File: src/rtl/shift_readout_buffer.sv
// Double-buffered parallel-in / serial-out word bank with valid/ready readout.
// A staging bank lets the next frame be captured while the current one shifts out.
module shift_readout_buffer #(
    parameter int BITS   = 4,
    parameter int LENGTH = 4,
    localparam int CNT_W = $clog2(LENGTH + 1)
) (
    input  logic                     clk,
    input  logic                     reset,
    input  logic                     clear,
    input  logic                     load,
    input  logic [BITS*LENGTH-1:0]   data_in,
    output logic                     load_ready,
    output logic                     out_valid,
    input  logic                     out_ready,
    output logic [BITS-1:0]          data_out,
    output logic                     out_last,
    output logic                     overflow
);

    localparam logic [CNT_W-1:0] FULL_CNT = CNT_W'(LENGTH);
    localparam logic [CNT_W-1:0] ONE_CNT  = CNT_W'(1);

    logic [BITS-1:0]  r_shift [LENGTH];
    logic [BITS-1:0]  r_stage [LENGTH];
    logic [CNT_W-1:0] r_remaining;
    logic             r_staged;
    logic             r_overflow;

    logic [BITS-1:0]  w_in_word [LENGTH];
    logic [BITS-1:0]  w_shifted [LENGTH];
    logic             w_pop;
    logic             w_final_pop;
    logic             w_shift_free;
    logic             w_accept;
    logic             w_direct;
    logic             w_advance;

    for (genvar gi = 0; gi < LENGTH; gi++) begin : g_word
        assign w_in_word[gi] = data_in[gi*BITS +: BITS];
        if (gi == LENGTH - 1) begin : g_top
            assign w_shifted[gi] = '0;
        end else begin : g_mid
            assign w_shifted[gi] = r_shift[gi+1];
        end
    end

    assign out_valid    = (r_remaining != '0);
    assign out_last     = (r_remaining == ONE_CNT);
    assign data_out     = out_valid ? r_shift[0] : '0;
    assign overflow     = r_overflow;

    assign w_pop        = out_valid & out_ready;
    assign w_final_pop  = w_pop & (r_remaining == ONE_CNT);
    assign w_shift_free = (r_remaining == '0) | w_final_pop;
    assign load_ready   = ~r_staged | w_final_pop;
    assign w_accept     = load & load_ready;
    // A staged frame always has precedence over a fresh load for the shift bank.
    assign w_advance    = w_shift_free & r_staged;
    assign w_direct     = w_shift_free & w_accept & ~r_staged;

    always_ff @(posedge clk or posedge reset) begin
        if (reset) begin
            for (int i = 0; i < LENGTH; i++) begin
                r_shift[i] <= '0;
                r_stage[i] <= '0;
            end
            r_remaining <= '0;
            r_staged    <= 1'b0;
            r_overflow  <= 1'b0;
        end else if (clear) begin
            for (int i = 0; i < LENGTH; i++) begin
                r_shift[i] <= '0;
                r_stage[i] <= '0;
            end
            r_remaining <= '0;
            r_staged    <= 1'b0;
            r_overflow  <= 1'b0;
        end else begin
            if (w_advance) begin
                r_shift     <= r_stage;
                r_remaining <= FULL_CNT;
            end else if (w_direct) begin
                r_shift     <= w_in_word;
                r_remaining <= FULL_CNT;
            end else if (w_pop) begin
                r_shift     <= w_shifted;
                r_remaining <= r_remaining - ONE_CNT;
            end

            if (w_accept && !w_direct) begin
                r_stage  <= w_in_word;
                r_staged <= 1'b1;
            end else if (w_advance) begin
                r_staged <= 1'b0;
            end

            if (load && !load_ready) begin
                r_overflow <= 1'b1;
            end
        end
    end

endmodule
File: config.mk
export PLATFORM = sky130hd
export DESIGN_NAME = shift_readout_buffer
export DESIGN_NICKNAME = d
export VERILOG_FILES = /design/src/rtl/shift_readout_buffer.sv
export SDC_FILE = /design/constraint.sdc
export NUM_CORES = 1
export LEC_CHECK = 0
export CAP_MARGIN = 20
export CORE_MARGIN = 5
export CORE_UTILIZATION = 34
export DETAILED_ROUTE_END_ITERATION = 12
export DONT_BUFFER_PORTS = 1
export PLACE_DENSITY_LB_ADDON = 0.15
export SETUP_SLACK_MARGIN = 0.2
export SLEW_MARGIN = 20
export SYNTH_ARGS = -nofsm -noshare
export SYNTH_HDL_FRONTEND = slang
export SYNTH_SLANG_ARGS = --single-unit
File: constraint.sdc
create_clock -name clk -period 2.4 [get_ports clk]
set_clock_uncertainty 0.05 [all_clocks]
set_input_delay 0.48 -clock clk [delete_from_list [all_inputs] [get_ports clk]]
set_output_delay 0.48 -clock clk [all_outputs]
set_load 0.1 [all_outputs]
==> impl_metrics.csv <==
group,metric,value,unit
outcome,status,"finished, final reports clean",
synthesis,synth_fa_ha_area_share,1.79,%
global_route,antenna_found_initial,0,
synthesis,synth_compound_area_share,18.0,%
timing,setup_tns,0,ns
synthesis,netlist_top_cells_count,"37 x dfrtp_1, 33 x nand2b_1, 19 x nor2_1",
timing,fin_crit_sh,88.2,%
timing,setup_viol,0,
synthesis,synth.avg_cell_area,10.1,sq um
timing,relSlewSlack,39.4,%
synthesis,synth_most_common_cell,"dfrtp_1",
placed_design,place_congestion,0.754,
synthesis,synth_nets,231,
clock_network,cts-root-buf,"clkbuf_8",
synthesis,yosysTopAreaCellShare,44.2,%
placed_design,detailed_place_hpwl,3480,um
setup_path,rr_worst_depth,7,
clock_network,htree_levels,2,
drt,finalWirelength,4900,um
synthesis,ys_seq_area_share,44.2,%
synthesis,synth_edf_count,0,
floorplanning,io_pins,29,
drt,drt-pass1-iter-count,4,
timing,tightest_slew,0.909,ns
synthesis,synth_top_family_by_area,"simple AND/OR/NAND/NOR gates",
setup_path,crit_required,1.87,ns
pwr,power,2.92,mW
drt,drc,0,
timing,slew_viol_final,0,
setup_path,r2r_end,"r_shift[12]",
drt,vias_per_cell,5.26,
synthesis,ys_top_cells_by_area,"dfrtp_1 44%, nand2b_1 9.9%, mux2i_1 7.7%",
setup_path,crit_family,"simple AND/OR/NAND/NOR gates",
floorplanning,rows,28,
clock_network,numClockSinks,37,
finish,fillers,599,
setup_path,r2r_start,"r_remaining[0]",
clock_network,clk_latency,0.28,ns
pwr,powerDensity,1210,nW/um^2
synthesis,ys_ff_latch,37,
finish,num_antenna_cells,0,
global_route,grt_pass1_wl,8170,um
setup_path,path_cells,"inv_1 > ha_1 > nand3b_2 > nand2_8",
global_route,grt_util_all_layers,13.8,%
setup_path,cp-start-kind,"register",
setup_path,cp.buffers_inverters,1,
min_path,min_path_type,"in -> async",
finish,drive_gt1_share,18.7,%
setup_path,path_depth,4,
placed_design,dp.cells,280,
pwr,p_leak,1.03,nW
synthesis,yosys_most_used_dff,"dfrtp_1",
floorplanning,core_region_area,5960,sq um
synthesis,yosysUniqueCellTypes,37,
finish,area_delta_synth_final,15.0,%
clock_network,numCtsBuffers,5,
synthesis,syn_area,2090,sq um
timing,min_period,2.12,ns
drt,num_vias,1521,
clock_network,hold_buffers,0,
floorplanning,dieWidth,88.5,um
synthesis,async_reset_ff_share,100,%
floorplanning,dieArea,7830,sq um
global_route,grt_max_degree,40,
setup_path,path_class,"reg -> out",
global_route,grt_pass1_vias,1604,
synthesis,synth.largest_area_cell,"dfrtp_1",
synthesis,synth-simple-area-share,23.4,%
setup_path,slowest_delay,0.38,ns
setup_path,crit_arrival,1.59,ns
synthesis,ys.warnings.count,0,
setup_path,r2r_slack,0.41,ns
timing,rsz0062_at_grt,"false",
timing,clock.fmax,472,MHz
synthesis,synth_xor_xnor_area_share,0.418,%
placed_design,io_buffers,0,
setup_path,slowest_stage,"dfrtp_1",
timing,hold_violations,0,
timing,holdWs,0.149,ns
drt,drtAntennaViolNets,0,
finish,fin_nets,237,
synthesis,synthMuxAreaShare,7.65,%
job,cap_violations,0,
setup_path,cp_max_fo,4,
pwr,peakVddDrop,0.000845,V
floorplanning,chipHeight,88.5,um
synthesis,netlist_instances,207,
clock_network,cts_tree,"yes",
finish,fin_cells,289,
drt,drt_iter0_drc,92,
floorplanning,start_util,35.1,%
drt,avgRoutedWirePerCell,16.9,um
clock_network,clk_pin_slew,0.08,ns
global_route,overflow,0,
setup_path,cp-end-kind,"output port",
clock_network,cts_buffer_depth,2,
==> worst max-delay path by stage <==
stage / to / slack [ns] / startpoint
3_3_place_gp: r_stage[11] / 0.39 / r_remaining[0]
6_report: load_ready / 0.28 / r_remaining[0]
4_1_cts: r_stage[14] / 0.23 / r_remaining[0]
5_1_grt: load_ready / 0.21 / r_remaining[1]
3_5_place_dp: r_stage[5] / 0.26 / r_remaining[0]
2_1_floorplan: r_stage[11] / 0.18 / r_remaining[1]
==> metal layers <==
layer	global-route usage [%]	wire length, um
met1	16.2	2170
met2	23.4	2450
met3	5.49	238
met4	4.12	37
met5	0	0
==> cell usage in the layout (no fill, tap or decap), types with 2 or more instances in the layout <==
cell type	synthesis	final
a21oi_1	6	6
a2bb2oi_1	7	7
a32o_1	5	5
and2_2	0	4
and3_1	5	5
buf_12	0	5
buf_4	0	7
clkbuf_8	0	6
dfrtp_1	37	37
ha_1	3	3
inv_1	5	5
mux2i_1	16	16
nand2_1	8	7
nand2b_1	33	33
nor2_1	19	19
nor3_1	2	2
o21ai_0	7	7
o22ai_1	5	5
o2bb2ai_1	11	11
or2_2	5	5
==> final cells by class <==
cell class                 count  area (sq um)  area share (%)
timing repair buffer          12           153            6.34
multi-input combinational    152          1100            45.7
clock inverter                 1          30.0            1.25
tap                           75          93.8            3.90
inverter                       5          18.8           0.780
sequential                    37           926            38.5
clock buffer                   7          86.3            3.59
==> power by group <==
part	total, mW	leakage [nW]	switching, mW	internal, mW
Clock	0.559	0.0585	0.221	0.339
Combinational	1.41	0.465	0.854	0.556
Sequential	0.950	0.502	0.152	0.798
Total	2.92	1.03	1.23	1.69
==> worst register-to-register path: stages (launching register included) <==
cell,delay (ns)
dfrtp_1,0.38
inv_1,0.07
ha_1,0.26
a21oi_1,0.26
nor3_1,0.10
buf_4,0.21
or2_2,0.30
a32o_1,0.26
==> through the flow <==
step	cell area (sq um)	util, %	setup WS (ns)
after global routing	2410	40.4	0.215
after detailed placement	2260	38.0	0.258
after CTS	2380	39.9	0.230
after floorplan	2110	-	0.180
after global placement	2260	38.0	0.391
final	2410	40.4	0.283
==> what timing repair did <==
action                                 CTS  global route
resized for setup                        0             1
endpoints found under the hold margin    0             0
buffers inserted                         0             1
setup endpoints to repair                0            18
==> cells by family after synthesis <==
group / after synthesis
mux: 16
fa+ha+maj: 3
buf+inv: 18
xor+xnor: 1
compound gates: 47
flops: 37
simple gates: 85
==> state kept, by name (all words and copies together), names as in the netlist <==
signal       flops
r_shift         16
r_remaining      3
r_staged         1
overflow         1
r_stage         16
No activity file was read; power rests on OpenSTA's default activity.
